--- config.mk ---
export PLATFORM = sky130hd
export DESIGN_NAME = not_gate_tester_flat
export DESIGN_NICKNAME = d
export VERILOG_FILES = /design/src/rtl/not_gate_tester_pkg.sv /design/src/rtl/not_gate_tester_if.sv /design/src/rtl/not_gate_tester_bit_synchronizer.sv /design/src/rtl/not_gate_tester.sv /design/src/flat_wrapper.sv
export SDC_FILE = /design/constraint.sdc
export NUM_CORES = 1
export LEC_CHECK = 0
export ABC_AREA = 1
export CAP_MARGIN = 20
export CORE_MARGIN = 2
export CORE_UTILIZATION = 45
export DETAILED_ROUTE_END_ITERATION = 8
export PLACE_DENSITY = 0.71
export SYNTH_ARGS = -nofsm -noshare
export SYNTH_HDL_FRONTEND = slang
export SYNTH_SLANG_ARGS = --single-unit
--- constraint.sdc ---
create_clock -name clk -period 2.2 [get_ports clk]
set_clock_uncertainty 0.1 [all_clocks]
set_input_delay 0.55 -clock clk [delete_from_list [all_inputs] [get_ports clk]]
set_output_delay 0.55 -clock clk [all_outputs]
set_load 0.1 [all_outputs]
--- src/rtl/not_gate_tester_pkg.sv ---
// Shared types and helpers for the inverter-bank tester.
package tester_pkg;

  typedef enum logic [2:0] {
    ST_IDLE   = 3'd0,
    ST_DRIVE  = 3'd1,
    ST_SETTLE = 3'd2,
    ST_SAMPLE = 3'd3,
    ST_DONE   = 3'd4
  } state_t;

  localparam int unsigned NUM_VECTORS = 4;
  localparam int unsigned MAX_GATES   = 32;

  // Test vector k for a bank of 'width' gates: all-0, all-1, bit i = i[0], and its complement.
  function automatic logic [MAX_GATES-1:0] vec_of(input logic [1:0] idx, input int unsigned width);
    logic [MAX_GATES-1:0] v;
    v = '0;
    for (int unsigned i = 0; i < MAX_GATES; i++) begin
      if (i < width) begin
        case (idx)
          2'd0:    v[i] = 1'b0;
          2'd1:    v[i] = 1'b1;
          2'd2:    v[i] = i[0];
          default: v[i] = ~i[0];
        endcase
      end
    end
    return v;
  endfunction

endpackage

--- src/rtl/not_gate_tester_if.sv ---
// Drive/response bus between the tester and the inverter bank.
interface not_gate_tester_if #(
  parameter int unsigned NUM_GATES = 6
);
  logic [NUM_GATES-1:0] dut_a;
  logic [NUM_GATES-1:0] dut_z;

  modport master (output dut_a, input dut_z);
  modport slave  (input dut_a, output dut_z);
endinterface

--- src/rtl/not_gate_tester_bit_synchronizer.sv ---
// Multi-stage flop synchronizer for signals asynchronous to clk.
module bit_synchronizer #(
  parameter int unsigned WIDTH  = 1,
  parameter int unsigned STAGES = 2
) (
  input  logic             clk,
  input  logic             rst_n,
  input  logic [WIDTH-1:0] d,
  output logic [WIDTH-1:0] q
);

  logic [WIDTH-1:0] chain [STAGES];

  // Shift the input through the synchronizer chain.
  always_ff @(posedge clk or negedge rst_n) begin
    if (!rst_n) begin
      for (int unsigned s = 0; s < STAGES; s++) chain[s] <= '0;
    end else begin
      chain[0] <= d;
      for (int unsigned s = 1; s < STAGES; s++) chain[s] <= chain[s-1];
    end
  end

  assign q = chain[STAGES-1];

endmodule

--- src/rtl/not_gate_tester.sv ---
// Applies four fixed vectors to an inverter bank and reports per-gate failures.
module not_gate_tester
  import tester_pkg::*;
#(
  parameter int unsigned NUM_GATES     = 6,
  parameter int unsigned SETTLE_CYCLES = 3,
  parameter int unsigned SYNC_STAGES   = 2
) (
  input  logic                 clk,
  input  logic                 rst_n,
  input  logic                 start,
  not_gate_tester_if.master    gates,
  output logic                 busy,
  output logic                 done,
  output logic                 pass,
  output logic [NUM_GATES-1:0] fail_mask
);

  localparam int unsigned CNT_W = $clog2(SETTLE_CYCLES + 1);

  state_t               state;
  logic [1:0]           vec_idx;
  logic [CNT_W-1:0]     settle_cnt;
  logic [NUM_GATES-1:0] dut_a;
  logic [NUM_GATES-1:0] z_sync;
  logic [NUM_GATES-1:0] mismatch_c;
  logic [NUM_GATES-1:0] first_vec_c;
  logic [NUM_GATES-1:0] next_vec_c;

  assign gates.dut_a = dut_a;

  // Bring the asynchronous inverter outputs into the clk domain.
  bit_synchronizer #(
    .WIDTH  (NUM_GATES),
    .STAGES (SYNC_STAGES)
  ) u_z_sync (
    .clk   (clk),
    .rst_n (rst_n),
    .d     (gates.dut_z),
    .q     (z_sync)
  );

  // Per-gate mismatch against the expected inverted drive, plus vector lookups.
  always_comb begin
    mismatch_c  = z_sync ^ ~dut_a;
    first_vec_c = NUM_GATES'(vec_of(2'd0, NUM_GATES));
    next_vec_c  = NUM_GATES'(vec_of(vec_idx + 2'd1, NUM_GATES));
  end

  // Sequencer: drive vector, let it settle through the synchronizer, sample, repeat.
  always_ff @(posedge clk or negedge rst_n) begin
    if (!rst_n) begin
      state      <= ST_IDLE;
      vec_idx    <= '0;
      settle_cnt <= '0;
      dut_a      <= '0;
      busy       <= 1'b0;
      done       <= 1'b0;
      pass       <= 1'b0;
      fail_mask  <= '0;
    end else begin
      done <= 1'b0;
      case (state)
        ST_IDLE: begin
          if (start) begin
            state     <= ST_DRIVE;
            dut_a     <= first_vec_c;
            vec_idx   <= '0;
            fail_mask <= '0;
            pass      <= 1'b0;
            busy      <= 1'b1;
          end
        end
        ST_DRIVE: begin
          settle_cnt <= '0;
          state      <= ST_SETTLE;
        end
        ST_SETTLE: begin
          if (settle_cnt == CNT_W'(SETTLE_CYCLES - 1)) begin
            state <= ST_SAMPLE;
          end else begin
            settle_cnt <= settle_cnt + CNT_W'(1);
          end
        end
        ST_SAMPLE: begin
          fail_mask <= fail_mask | mismatch_c;
          if (vec_idx != 2'(NUM_VECTORS - 1)) begin
            vec_idx <= vec_idx + 2'd1;
            dut_a   <= next_vec_c;
            state   <= ST_DRIVE;
          end else begin
            pass  <= ((fail_mask | mismatch_c) == '0);
            done  <= 1'b1;
            state <= ST_DONE;
          end
        end
        ST_DONE: begin
          busy  <= 1'b0;
          dut_a <= '0;
          state <= ST_IDLE;
        end
        default: state <= ST_IDLE;
      endcase
    end
  end

endmodule

--- src/flat_wrapper.sv ---
// flat-port wrapper written by rule: the top's interface ports become plain ports
module not_gate_tester_flat import tester_pkg::*;
#(
  parameter int unsigned NUM_GATES     = 6,
  parameter int unsigned SETTLE_CYCLES = 3,
  parameter int unsigned SYNC_STAGES   = 2
)
  (clk, rst_n, start, busy, done, pass, fail_mask, gates_dut_a, gates_dut_z);
  not_gate_tester_if #(.NUM_GATES(NUM_GATES)) gates_i ();
  input  logic clk;
  input  logic rst_n;
  input  logic start;
  output logic busy;
  output logic done;
  output logic pass;
  output logic [NUM_GATES-1:0] fail_mask;
  output wire logic [$bits(gates_i.dut_a)-1:0] gates_dut_a;
  input wire logic [$bits(gates_i.dut_z)-1:0] gates_dut_z;
  assign gates_dut_a = gates_i.dut_a;
  assign gates_i.dut_z = gates_dut_z;
  not_gate_tester #(.NUM_GATES(NUM_GATES), .SETTLE_CYCLES(SETTLE_CYCLES), .SYNC_STAGES(SYNC_STAGES)) u_core (.clk(clk), .rst_n(rst_n), .start(start), .gates(gates_i), .busy(busy), .done(done), .pass(pass), .fail_mask(fail_mask));
endmodule
## After elaboration in Yosys (flattened, before gate mapping)

Index checks and enable logic that the tools add are counted.

| word-level totals | value |
|---|---|
| register bits after elaboration | 34 |
| bits in latches | 0 |
| RAM bits | 0 |
| bits in read-only memories | 0 |
| bits of input ports | 9 |
| logic and storage cells | 66 |
| memories kept | 0 |

| operators by class | value |
|---|---|
| add/sub/neg operators | 2 |
| $mul | 0 |
| div/mod/pow operators | 0 |
| order comparisons | 0 |
| eq/ne operators | 13 |
| shift-type cells | 0 |
| mux-type cells | 22 |
| bitwise operators | 3 |
| reductions and logical operators | 16 |

Operator list:

| cell | number |
|---|---|
| case mux 6 bit (3 select lines) | 1 |
| 2-to-1 mux 6 bit | 2 |
| case mux 3 bit (4 select lines) | 1 |
| case mux 6 bit (2 select lines) | 1 |
| 2-to-1 mux 3 bit | 3 |
| AND reduction 3 bit | 3 |
| inequality test 2 bit (second input constant) | 4 |
| case mux 2 bit (2 select lines) | 2 |
| AND reduction 2 bit | 4 |
| 2-to-1 mux 1 bit | 7 |
| == test 3 x 2 -> 1 bit (second input constant) | 2 |
| logical NOT 6 bit | 1 |
| 2-to-1 mux 2 bit | 3 |
| inverter 6 bit | 1 |
| bitwise OR 6 bit | 1 |
| nonzero test 2 bit | 3 |
| bitwise XOR 6 bit | 1 |
| adder 2 x 1 -> 2 bit (second input constant) | 2 |
| == test 2 bit (second input constant) | 2 |
| inequality test 2 x 1 -> 1 bit (second input constant) | 2 |
| case mux 1 bit (2 select lines) | 2 |
| OR reduction 2 bit | 2 |
| == test 3 x 1 -> 1 bit (second input constant) | 1 |
| == test 3 bit (second input constant) | 1 |
| 4 further kinds | 4 |

## Longest topological paths before layout

Gate-level depths: netlist (run 1).

| depth | value |
|---|---|
| depth after elaboration | 6 |
| gate-level depth with buffers | 7 |

## Cells and area by module

Synthesis (run 1) repeated with hierarchy kept, for this count alone.

| second synthesis, totals | value |
|---|---|
| cell total of the unflattened synthesis | 137 |
| area, all modules | 1282.5 µm² |

Modules (own cells, without submodules):

| module | instances | cells each | area each (µm²) | seq. area each (µm²) |
|---|---|---|---|---|
| not_gate_tester | 1 | 119 | 937.1 | 450.4 |
| bit_synchronizer | 1 | 18 | 345.3 | 300.3 |

## Least setup slack after synthesis (run 1)

OpenSTA, ideal clock, no wires.

| path | value |
|---|---|
| path kind | register -> output |
| start | register u_core.gates.dut_a[4] (netlist name) |
| end | output port gates_dut_a[2] |
| data arrival time | 1.452 ns |
| data required time | 1.550 ns |
| setup slack | 0.098 ns |
| cell stages (with the launch flop) | 2 |
| buffers on the path | 1 |
| cell sequence | dfrtp_1 > buf_4 |

RTL lines:

| what | RTL line | text |
|---|---|---|
| end: declaration | flat_wrapper.sv:17 | `output wire logic [$bits(gates_i.dut_a)-1:0] gates_dut_a;` |

==> results.md, run 1 <==
- Pin count of the biggest net entering global routing: 31
- Die Area: between 0.003 and 0.004 sq mm
- Post-DP Area: 0.00151 sq mm
- Synthesized area: ~0.0012 sq mm
- Synthesis-to-layout area growth: 28.0%
- Layout cells sized above 1: 19.2%
- Startpoint-to-endpoint class of the critical path: reg -> out
- Count of unresolved DRC violations after routing: 0
- Number of port buffers: 23
- Final standard cell area without fillers: ~0.0016 sq mm
- Wire length per cell after detailed routing: between 10 and 15 um
- Worst skew pair latency: 0.32 ns
- Reg clk slew, reported paths: 0.09 ns
- Highest Clock Rate: roughly 0.54 GHz
- Crit path cell chain: buf_12
- Kind of start point of the critical path: flop
- IO Count: 24
- Final number of hold-violating endpoints: 0
- Cell family with the largest share of critical-path delay: flip-flops
- Core Box Area: around 0.0025 sq mm
- CP Capture Type: output port
- Floorplan die height: between 50 and 60 um
- Cell taking the most area after synthesis: sky130_fd_sc_hd__dfrtp_1
- Most common cell in the netlist: sky130_fd_sc_hd__dfrtp_1
- Ant. Diodes: 0
- HPWL Detailed: approximately 1500 um
- Top cells by count, synth: sky130_fd_sc_hd__dfrtp_1, sky130_fd_sc_hd__nand2_1, sky130_fd_sc_hd__nor2_1
- Final setup violating endpoints: 0
- Total of flip-flops plus latches after synthesis: 30
- Proportion of netlist area held by the largest area contributor: 61.3%
- Cells resized by post-CTS repair: 0
- Worst hold-check slack: 0.256 ns
- Post-synthesis net count: 134
- Storage element area: 751 sq um
- Final #Nets: between 150 and 200
- Data arrival at the endpoint of the critical path: around 1.2 ns
- Multi-input logic area: roughly 400 sq um
- CP Max Fanout: 10
- Clk sinks: 30
- Required arrival time at the worst endpoint: between 1.5 and 2 ns
- Total clock buffers created by CTS: 5
- RSZ-0062 raised after global routing: false
- Most used DFF post-synth: sky130_fd_sc_hd__dfrtp_1
- Number of enable-type register cells in the synthesized netlist: 0
- Largest cells by area after synthesis: sky130_fd_sc_hd__dfrtp_1, sky130_fd_sc_hd__nand2_1, sky130_fd_sc_hd__nor2_1, sky130_fd_sc_hd__inv_1, sky130_fd_sc_hd__nand3_1
- Post-synth ARST share: 100%
- Kind of path behind the tightest hold check: reg -> reg
- Slowest library cell on the worst path: sky130_fd_sc_hd__dfrtp_1
- Maximum cell stage delay along the critical path: 0.65 ns
- Max-Slew Margin vs Limit: between 60% and 70%
- Max-slew violations: 0
- Setup bufs post-CTS: 0
- Synthesized instance count: roughly 120
- Post-route antenna net violation count: 0
- Starting density of the core: approximately 49%
- Number of H-tree branching levels: 2
- Overall Global Routing Usage: between 10% and 20%
- Count of yosys warnings during synthesis: 0
- Pre-antenna DRT Iters: 4
- Post-detailed-routing wire length: a little over 2000 um
- Synth unique cells: 21
- Detailed-route vias per instance: 4.96
- Maximum Capacitance Violations: 0
- Total number of placement rows: 18
- First-pass GRT wire length: roughly 3700 um
- Buffer and inverter count on the worst path: 1
- Run status: finished clean
- Final period util: between 80% and 90%
- Initial antenna violation count: 0
- Width of the die: roughly 56 um
- Synthesized area per cell: 9.95 sq um
- Maximum clock path buffer count: 2
- Vias: around 900
- Worst-margin pin slew: 0.482 ns
- CTS hold repair buffers: 0
- Total congestion overflow after global routing: 0
- Total negative setup slack: 0 ns
- Global placement routability congestion: roughly 0.8
- Final min period: 1.86 ns
- TritonCTS clock tree: yes
- Initial DRC count: 18
- Vias in the first global route: approximately 870
- Clock Tree Root: sky130_fd_sc_hd__clkbuf_4
- Sequential-to-total area share from yosys stat: around three fifths
- Fillcell total: 215
==> worst paths after layout <==
| check | start | endpoint | slack, ns | cells after the start |
|---|---|---|---|---|
| min | u_core.u_z_sync.chain[6] | u_core.u_z_sync.q[0] | 0.26 | 0 |
| max | u_core.gates.dut_a[4] | gates_dut_a[2] | 0.34 | 1 |
| min in group asynchronous | rst_n | u_core.settle_cnt[1] | 0.49 | 2 |
| max in group asynchronous | rst_n | u_core.state[2] | 1.23 | 2 |
| max reg2reg | u_core.state[2] | u_core.pass | 0.74 | 6 |
| min reg2reg | u_core.u_z_sync.chain[6] | u_core.u_z_sync.q[0] | 0.26 | 0 |
==> flip-flops by register name (all words and copies together), names as in the netlist <==
register / count
u_core.busy: 1
u_core.done: 1
u_core.fail_mask: 6
u_core.gates.dut_a: 2
u_core.pass: 1
u_core.settle_cnt: 2
u_core.state: 3
u_core.u_z_sync.chain: 6
u_core.u_z_sync.q: 6
u_core.vec_idx: 2
==> per-stage QoR <==
step / utilization [%] / instances / setup slack [ns]
after detailed placement: 59.7 / 173 / 0.411
final: 62.1 / 181 / 0.344
after CTS: 62.1 / 181 / 0.312
after global placement: 59.7 / 173 / 0.448
after global routing: 62.1 / 181 / 0.264
after floorplan: - / 123 / 0.0982
==> cells by family after synthesis <==
| logic type | share of synthesized area [%] |
|---|---|
| flip-flops | 61.3 |
| buffers and inverters | 6.75 |
| adder cells (fa/ha/maj) | 2.04 |
| AO/OA/AOI/OAI | 7.67 |
| XOR/XNOR | 0.716 |
| AND/OR/NAND/NOR | 21.5 |
==> per-layer routing <==
metal	global-route usage, %	vias up	wire, um
li1	-	447	-
met1	17.8	421	911
met2	23.2	24	939
met3	8.84	6	139
met4	10.9	0	61
met5	0	-	0
==> placed cells by master, fill, tap and decap left out, types with 2 or more instances in the layout <==
| cell | instances |
|---|---|
| sky130_fd_sc_hd__dfrtp_1 | 30 |
| sky130_fd_sc_hd__nand2_1 | 24 |
| sky130_fd_sc_hd__nor2_1 | 18 |
| sky130_fd_sc_hd__inv_1 | 13 |
| sky130_fd_sc_hd__buf_4 | 10 |
| sky130_fd_sc_hd__nand3_1 | 9 |
| sky130_fd_sc_hd__clkdlybuf4s50_1 | 8 |
| sky130_fd_sc_hd__o21ai_0 | 6 |
| sky130_fd_sc_hd__buf_12 | 6 |
| sky130_fd_sc_hd__clkbuf_4 | 5 |
| sky130_fd_sc_hd__o22ai_1 | 4 |
| sky130_fd_sc_hd__a22o_1 | 2 |
| sky130_fd_sc_hd__ha_1 | 2 |
==> area by class of cell <==
| cell class | count | share of cell area [%] |
|---|---|---|
| flip-flops and latches | 30 | 47.9 |
| multi-input cells | 75 | 24.9 |
| repair buffers | 24 | 17.6 |
| clock buffers | 7 | 3.51 |
| inverters | 14 | 3.35 |
| well taps | 30 | 2.40 |
| clock inverters | 1 | 0.319 |
Power of run 1 is not shown: default switching activity piles up to over one toggle a cycle in this logic, so the estimate is an artifact.
==> inputs of run 2 (changes only) <==
--- a/config.mk
+++ b/config.mk
@@ -10,7 +10,7 @@
 export CORE_MARGIN = 2
 export CORE_UTILIZATION = 45
 export DETAILED_ROUTE_END_ITERATION = 8
-export PLACE_DENSITY = 0.71
+export PLACE_DENSITY = 0.74
 export SYNTH_ARGS = -nofsm -noshare
 export SYNTH_HDL_FRONTEND = slang
 export SYNTH_SLANG_ARGS = --single-unit
==> constraint.sdc (replaced) <==
create_clock -name clk -period 1.5 [get_ports clk]
set_clock_uncertainty 0.1 [all_clocks]
set_input_delay 0.375 -clock clk [delete_from_list [all_inputs] [get_ports clk]]
set_output_delay 0.375 -clock clk [all_outputs]
set_load 0.1 [all_outputs]
==> results.md, run 2 (synthesis gave the netlist of run 1 again) <==
- IO Count: 24 (unchanged)
- Starting density of the core: 48.5% (unchanged)
- Final #Nets: 166 (+3.1%)
- Clk sinks: 30 (unchanged)
- Maximum clock path buffer count: 2 (unchanged)
- Global placement routability congestion: 0.829 (+5.0%)
- HPWL Detailed: 1630 um (+8.9%)
- Post-detailed-routing wire length: 2260 um (+10%)
- Least setup slack across all paths after layout: -0.0504 ns (-0.394 ns)
- TritonCTS clock tree: yes
- Number of H-tree branching levels: 2 (unchanged)
- Final setup violating endpoints: 6 (+6)
- Count of placed standard cells including taps: 174 (+0.58%)
- Vias: 950 (+5.8%)
- Final number of hold-violating endpoints: 0 (unchanged)
- Max-slew violations: 0 (unchanged)
- Violated checks: setup timing
- Post-DP Area: 0.00165 sq mm (+9.6%)
- Overall Global Routing Usage: 17.1% (+1.1 points)
- Final Non-Filler Cells: 186 (+2.8%)
- Clock Tree Root: sky130_fd_sc_hd__clkbuf_4
- Crit path cell chain: buf_12
- CP Max Fanout: 6 (-4)
- Width of the die: 56.1 um (unchanged)
- Max-Slew Margin vs Limit: 84.8% (+17 points)
- Wire length per cell after detailed routing: 12.2 um (+7.2%)
- CP Capture Type: output port
- Highest-count cells in the layout ignoring fill and taps: sky130_fd_sc_hd__nand2_1, sky130_fd_sc_hd__dfrtp_1, sky130_fd_sc_hd__nor2_1, sky130_fd_sc_hd__buf_12, sky130_fd_sc_hd__inv_1
- Data arrival at the endpoint of the critical path: 1.08 ns (-0.13 ns)
- Post-placement worst setup slack: -0.143 ns (-0.554 ns)
- First-pass GRT wire length: 4020 um (+9.0%)
- Initial DRC count: 10 (-8)
- RSZ-0062 raised after global routing: true
- Kind of path behind the tightest hold check: reg -> reg
- Startpoint-to-endpoint class of the critical path: reg -> out
- Maximum Capacitance Violations: 0 (unchanged)
- Total number of placement rows: 18 (unchanged)
- Vias in the first global route: 954 (+9.4%)
- Highest Clock Rate: between 0.6 and 0.7 GHz
- Buffer and inverter count on the worst path: 1 (unchanged)
- Total congestion overflow after global routing: 0 (unchanged)
- Slowest library cell on the worst path: sky130_fd_sc_hd__dfrtp_4
- Pre-antenna DRT Iters: 4 (unchanged)
- Number of port buffers: 23 (unchanged)
- Detailed-route vias per instance: 5.11 (+2.9%)
- Die Area: 0.00315 sq mm (unchanged)
- Pin count of the biggest net entering global routing: 31 (unchanged)
- Post-route antenna net violation count: 0 (unchanged)
- Synthesis-to-layout area growth: 42.7%
- Required arrival time at the worst endpoint: 1.02 ns (-0.53 ns)
- Multi-input logic area: 395 sq um (+1.3%)
- Floorplan die height: 56.1 um (unchanged)
- Kind of start point of the critical path: flop
- Storage element area: 763 sq um (+1.7%)
- Final core area utilization: 69.2% (+7.1 points)
- Final min period: between 1.5 and 2 ns
- Cell family with the largest share of critical-path delay: flip-flops
- Fillcell total: 193 (-10%)
- Final period util: 103%
- Final standard cell area without fillers: 0.00175 sq mm (+12%)
- Worst-margin pin slew: 0.227 ns (-0.255 ns)
- Ant. Diodes: 0 (unchanged)
- Reg clk slew, reported paths: 0.09 ns (about the same)
- CTS hold repair buffers: 0 (unchanged)
- Worst skew pair latency: 0.33 ns (about the same)
- Maximum cell stage delay along the critical path: 0.55 ns (-0.10 ns)
- Count of unresolved DRC violations after routing: 0 (unchanged)
- Run status: finished with violations
- Layout cells sized above 1: 26.9% (+7.7 points)
- Core Box Area: 0.00252 sq mm (unchanged)
- Total clock buffers created by CTS: 5 (unchanged)
- Initial antenna violation count: 0 (unchanged)
==> run 2: cell types whose count changed in the layout (fill, tap and decap cells not counted), sizes merged <==
cell and change:
buf +5
==> run 2: stage by stage <==
| step | hold slack (ns) | TNS (ns) |
|---|---|---|
| global placement | 0.232 | -0.338 |
| finish | 0.253 | -0.246 |
| CTS | 0.258 | -0.261 |
| detailed placement | 0.237 | -0.750 |
| global route | 0.264 | -0.495 |
| floorplan | -0.0206 | 0 |
==> run 2: worst paths after layout <==
| check | from | end | slack (ns) | cells past startpoint |
|---|---|---|---|---|
| hold / removal | u_core.u_z_sync.chain[11] | u_core.u_z_sync.q[5] | 0.25 | 0 |
| max in group asynchronous | rst_n | u_core.fail_mask[1] | 0.83 | 2 |
| setup / recovery | u_core.gates.dut_a[3] | gates_dut_a[1] | -0.05 | 1 |
| min in group asynchronous | rst_n | u_core.gates.dut_a[3] | 0.29 | 2 |
| setup reg to reg | u_core.vec_idx[0] | u_core.vec_idx[0] | 0.09 | 6 |
| hold reg to reg | u_core.u_z_sync.chain[11] | u_core.u_z_sync.q[5] | 0.25 | 0 |
==> run 2: what timing repair did <==
item,CTS,global route
setup endpoints to repair,6,7
resized for setup,0,2
buffers inserted,4,0
gates cloned,0,0
==> run 2: routing by layer <==
layer  track usage [%]  vias to the layer above  part of all wire [%]  wire length (um)
met5                 0                        -                     0                 0
li1                  -                      458                     -                 -
met1              18.8                      449                    41               917
met2              27.4                       34                    51              1140
met3              8.14                        9                   6.5               147
met4              8.84                        0                   2.3                53
==> run 2: final cells by class <==
| type | count | area share [%] |
|---|---|---|
| clock inverters | 1 | 0.287 |
| clock buffers | 7 | 3.15 |
| inverters | 14 | 3.01 |
| well taps | 30 | 2.15 |
| repair buffers | 29 | 25.1 |
| flip-flops and latches | 30 | 43.7 |
| multi-input cells | 75 | 22.6 |
Power of run 2 is left out for the same reason.
==> inputs of run 3 (changes only) <==
--- a/config.mk
+++ b/config.mk
@@ -7,9 +7,11 @@
 export LEC_CHECK = 0
 export ABC_AREA = 1
 export CAP_MARGIN = 20
+export CORE_ASPECT_RATIO = 1.75
 export CORE_MARGIN = 2
 export CORE_UTILIZATION = 45
 export DETAILED_ROUTE_END_ITERATION = 8
+export MAX_ROUTING_LAYER = met4
 export PLACE_DENSITY = 0.74
 export SYNTH_ARGS = -nofsm -noshare
 export SYNTH_HDL_FRONTEND = slang
==> results.md, run 3 (synthesis gave the netlist of run 1 again) <==
- Detailed-route vias per instance: 5.15 (+0.92%)
- Clock Tree Root: sky130_fd_sc_hd__clkbuf_8
- Max-slew violations: 0 (unchanged)
- Final number of hold-violating endpoints: 0 (unchanged)
- IO Count: 24 (unchanged)
- Pre-antenna DRT Iters: 4 (unchanged)
- CTS hold repair buffers: 0 (unchanged)
- Final Non-Filler Cells: 181 (-2.7%)
- Cell family with the largest share of critical-path delay: flip-flops
- Slowest library cell on the worst path: sky130_fd_sc_hd__dfrtp_4
- Data arrival at the endpoint of the critical path: 1.00 ns (-0.08 ns)
- Final period util: 98.5% (-4.9 points)
- Die Area: 0.00317 sq mm (+0.53%)
- Levels on crit path: 1 (unchanged)
- Number of H-tree branching levels: 2 (unchanged)
- First-pass GRT wire length: 4100 um (+2.1%)
- Worst-margin pin slew: 0.191 ns (-0.0353 ns)
- Kind of start point of the critical path: flop
- Total clock buffers created by CTS: 5 (unchanged)
- CP Capture Type: output port
- Initial DRC count: 19 (+9)
- CP Max Fanout: 5 (-1)
- Maximum Capacitance Violations: 0 (unchanged)
- Maximum cell stage delay along the critical path: 0.54 ns (about the same)
- Final #Nets: 165 (-0.60%)
- Run status: finished clean
- Overall Global Routing Usage: 18.8% (+1.8 points)
- Highest-count cells in the layout ignoring fill and taps: sky130_fd_sc_hd__nand2_1, sky130_fd_sc_hd__dfrtp_1, sky130_fd_sc_hd__buf_12
- Total congestion overflow after global routing: 0 (unchanged)
- Total number of placement rows: 25 (+7)
- Pin count of the biggest net entering global routing: 31 (unchanged)
- Fillcell total: 198 (+2.6%)
- Wire length per cell after detailed routing: 12.7 um (+4.6%)
- Width of the die: 43.4 um (-23%)
- Worst skew pair latency: 0.27 ns (-0.06 ns)
- Total negative setup slack: 0 ns (+0.246 ns)
- Final min period: 1.48 ns (-0.0735 ns)
- HPWL Detailed: 1760 um (+7.9%)
- Buffer and inverter count on the worst path: 1 (unchanged)
- Kind of path behind the tightest hold check: reg -> reg
- RSZ-0062 raised after global routing: true
- Required arrival time at the worst endpoint: 1.02 ns (about the same)
- Maximum clock path buffer count: 2 (unchanged)
- Ant. Diodes: 0 (unchanged)
- Number of port buffers: 23 (unchanged)
- Core Box Area: 0.00266 sq mm (+5.4%)
- Count of unresolved DRC violations after routing: 0 (unchanged)
- Vias in the first global route: 959 (+0.52%)
- Starting density of the core: 46.0% (-2.5 points)
- Post-route antenna net violation count: 0 (unchanged)
- Floorplan die height: 73.0 um (+30%)
- Crit path cell chain: buf_12
- Reg clk slew, reported paths: 0.06 ns (-0.03 ns)
- Synthesis-to-layout area growth: 44.7%
- Initial antenna violation count: 0 (unchanged)
- Clk sinks: 30 (unchanged)
- Final setup violating endpoints: 0 (-6)
- Max-Slew Margin vs Limit: 87.2% (+2.4 points)
- Worst r2r path cells: 8 (+2)
- Global placement routability congestion: 0.768 (-7.3%)
- Layout cells sized above 1: 27.3% (+0.35 points)
- TritonCTS clock tree: yes
- Vias: 933 (-1.8%)
- Count of placed standard cells including taps: 171 (-1.7%)
- Post-detailed-routing wire length: 2300 um (+1.8%)
- Startpoint-to-endpoint class of the critical path: reg -> out
- Worst Hold Path Cells: 0 (unchanged)
- Highest Clock Rate: 0.677 GHz (+5.0%)
-- run 3: cell types whose count changed in the layout (fill, tap and decap cells not counted), moves of 2 or more --
| cell | previous run | this run |
|---|---|---|
| sky130_fd_sc_hd__buf_4 | 5 | 3 |
| sky130_fd_sc_hd__clkbuf_4 | 5 | 0 |
| sky130_fd_sc_hd__clkbuf_8 | 1 | 6 |
| sky130_fd_sc_hd__nor2_1 | 16 | 14 |
| sky130_fd_sc_hd__nor2_2 | 2 | 4 |
-- run 3: path summary, 6_finish.rpt --
path                                    endpoint  slack (ns)                 startpoint
min in group asynchronous   u_core.u_z_sync.q[2]        0.36                      rst_n
max reg2reg                          u_core.pass        0.09      u_core.gates.dut_a[3]
min                         u_core.u_z_sync.q[4]        0.25  u_core.u_z_sync.chain[10]
max in group asynchronous  u_core.gates.dut_a[4]        0.76                      rst_n
min reg2reg                 u_core.u_z_sync.q[4]        0.25  u_core.u_z_sync.chain[10]
max                               gates_dut_a[2]        0.02      u_core.gates.dut_a[4]
-- run 3: cell type report --
cell class	count	area, sq um	area share (%)
clock buffers	7	86.3	4.88
inverters	14	52.6	2.97
multi-input cells	75	400	22.6
flip-flops and latches	30	763	43.1
well taps	27	33.8	1.91
repair buffers	28	434	24.5
-- run 3: through the flow --
step | hold WS (ns) | setup WS [ns] | instance area, sq um | util, %
6_report | 0.247 | 0.0231 | 1770 | 66.6
3_5_place_dp | 0.236 | -0.121 | 1650 | 62.0
3_3_place_gp | 0.232 | -0.0839 | 1650 | 62.0
4_1_cts | 0.249 | 0.0179 | 1760 | 66.1
2_1_floorplan | -0.0206 | 0.00188 | 1240 | -
5_1_grt | 0.249 | -0.0122 | 1770 | 66.6
-- run 3: metal layers --
layer  wire length (um)  vias up  share of wire, %  GRT usage, %
met5                  0        -                 0             -
met4                 63        0               2.7          11.8
met3                 86        5               3.7          6.93
met2               1320       21                57          32.3
met1                833      459                36          16.8
li1                   -      448                 -             -
-- run 3: what timing repair did --
action,4_1_cts,5_1_grt
hold endpoints to repair,0,0
buffers inserted,3,0
endpoints found under the setup margin,6,4
gates resized for setup,0,5
Power of run 3 is left out for the same reason.
==> edit, RTL diff (config.mk and constraints of run 3) <==
`SETTLE_CYCLES` is set to 3 in 2 places; all go to 5.
--- a/src/rtl/not_gate_tester.sv
+++ b/src/rtl/not_gate_tester.sv
@@ -5,3 +5,3 @@
   parameter int unsigned NUM_GATES     = 6,
-  parameter int unsigned SETTLE_CYCLES = 3,
+  parameter int unsigned SETTLE_CYCLES = 5,
   parameter int unsigned SYNC_STAGES   = 2
--- a/src/flat_wrapper.sv
+++ b/src/flat_wrapper.sv
@@ -4,3 +4,3 @@
   parameter int unsigned NUM_GATES     = 6,
-  parameter int unsigned SETTLE_CYCLES = 3,
+  parameter int unsigned SETTLE_CYCLES = 5,
   parameter int unsigned SYNC_STAGES   = 2
Check against the original RTL: not equivalent (Yosys sat finds a counterexample within 10 cycles, from zero or initial values and one cycle with rst_n low).
==> edit against run 3 <==
- area after synthesis is 11% higher
- sequential cell count is 1 higher
- routed wire length grew 13%
- cell count is 12% higher
- worst hold slack better by 0.0011 ns
- setup slack gained 0.00089 ns
- design area grew 9.7%
Power is not shown: default switching activity piles up to over one toggle a cycle in this logic, so the estimate is an artifact.
==> edit: results (changes against run 3) <==
- The run finished with clean final reports.
- The adder-cell area share of the yosys netlist is 0.0460 (+0.0256).
- The number of library cell types mapped by synthesis came to 23 (+9.5%).
- The maximum count of clock buffers along a single path is 2 (unchanged).
- The smallest hold slack is 0.248 ns (+0.00106 ns).
- The HPWL after detailed placement is 1.92 mm (+8.8%).
- The number of antenna violations at the first check in global routing was 0 (unchanged).
- The smallest setup slack after layout is 0.0240 ns (+0.000893 ns).
- The via count of the first global-routing pass is 1056 (+10%).
- The cell family contributing the most delay on the critical path is flip-flops.
- By area the synthesized netlist is led by sky130_fd_sc_hd__dfrtp_1, sky130_fd_sc_hd__nand2_1, sky130_fd_sc_hd__inv_1.
- The number of search-and-repair iterations in the first detailed-routing pass is 4 (unchanged).
- The area share of xor/xnor cells in the synthesized design is 0.0129 (+0.00573).
- The fraction of final layout cells sized beyond drive strength 1 is 0.303 (+0.0301).
- The number of levels the H-tree was split into was 2 (unchanged).
- The complex-gate fraction of the synthesized area is 0.0764 (-0.000260).
- The post-synth net total came to 156 (+16%).
- The final-stage net count came to 188 (+14%).
- The largest net degree at the start of global routing was 32 (+3.2%).
- The final weighted congestion in routability-driven placement is 0.860 (+12%).
- The share of synthesized registers carrying an async set or reset is 1.00 (unchanged).
- The beginning of the worst hold path is u_core.u_z_sync.chain[6].
- The placement-stage worst setup slack came to 0.0141 ns (+0.135 ns).
- The cell chosen for the clock root is sky130_fd_sc_hd__clkbuf_8.
- The transition time at the pin with the least slew margin was 0.183 ns (-0.00848 ns).
- The total global-route track usage is 0.184 (-0.00428).
- The setup slack on the worst flop-to-flop path is 0.11 ns (+0.02 ns).
- The via count was 1030 (+10%).
- By count the netlist is led by sky130_fd_sc_hd__dfrtp_1, sky130_fd_sc_hd__nand2_1, sky130_fd_sc_hd__inv_1.
- The class of the tightest hold or removal check is flop to flop.
- The count of port buffers added during placement came to 23 (unchanged).
- The clock insertion delay at the later pin of the skew report is 0.29 ns (+0.02 ns).
- The sequential-to-total area share from yosys stat was 0.571 (-0.0426).
- The total wire length came to 2.59 mm (+13%).
- The violation count after the first detailed-route iteration is 23 (+4).
- The first-pass GRT wire length is 4.46 mm (+8.8%).
- In this design, the stage delay of the slowest critical-path cell is 0.53 ns.
- The remaining antenna violation count after routing was 0 (unchanged).
- The first element of the critical path is u_core.gates.dut_a[3].
- The cell area after placement is 1790 sq um (+8.4%).
- The number of warnings printed during yosys synthesis is 0 (unchanged).
- The startpoint of the lowest-slack register-to-register path is u_core.gates.dut_a[4].
- For this design, the slowest cell found on the critical path is sky130_fd_sc_hd__dfrtp_4.
- The critical-path maximum fanout is 5 (unchanged).
## edit: changes by cell type in the layout (fill, tap and decap cells not counted), sizes merged, moves of 2 or more
cell and change:
o21ai +3, inv +7, xnor2 +2, nand2 +9
nand3 -3, ha +3
## edit: timing repair
action	in CTS	in global routing
gates resized for setup	1	4
endpoints found under the setup margin	8	9
setup buffers	3	1
hold endpoints to repair	0	0
pin swaps	0	0
## edit: final cells by class
type / instances / area, sq um
well taps: 28 / 35.0
multi-input cells: 86 / 482
fillers: 215 / 953
clock inverters: 2 / 35.0
clock buffers: 6 / 82.6
inverters: 21 / 78.8
repair buffers: 29 / 438
flip-flops and latches: 31 / 791
## edit: stage by stage
step                utilization  instances
detailed placement        0.617        191
finish                    0.671        203
floorplan                     -        142
global route              0.671        203
global placement          0.617        191
CTS                       0.665        202
## edit: cells by family (layout without fill, tap and decap cells)
group                      Yosys count  count (layout)
DFF                                 31              31
buffers and inverters               25              58
xor gates and xnor gates             2               2
AOI/OAI and AO/OA                   16              16
and+or+nand+nor                     63              63
adders and majority gates            5               5
## edit: worst paths after layout
path	to	cells past startpoint
min	u_core.u_z_sync.q[0]	0
max in group asynchronous	u_core.gates.dut_a[4]	2
max reg2reg	u_core.pass	8
min reg2reg	u_core.u_z_sync.q[0]	0
max	gates_dut_a[3]	1
min in group asynchronous	u_core.u_z_sync.q[4]	2
## edit: per-layer routing
layer / up-vias / share of wire / global-route usage
li1: 503 / - / -
met1: 491 / 0.36 / 0.185
met2: 27 / 0.57 / 0.292
met3: 9 / 0.036 / 0.0588
met4: 0 / 0.034 / 0.115
met5: - / 0 / -
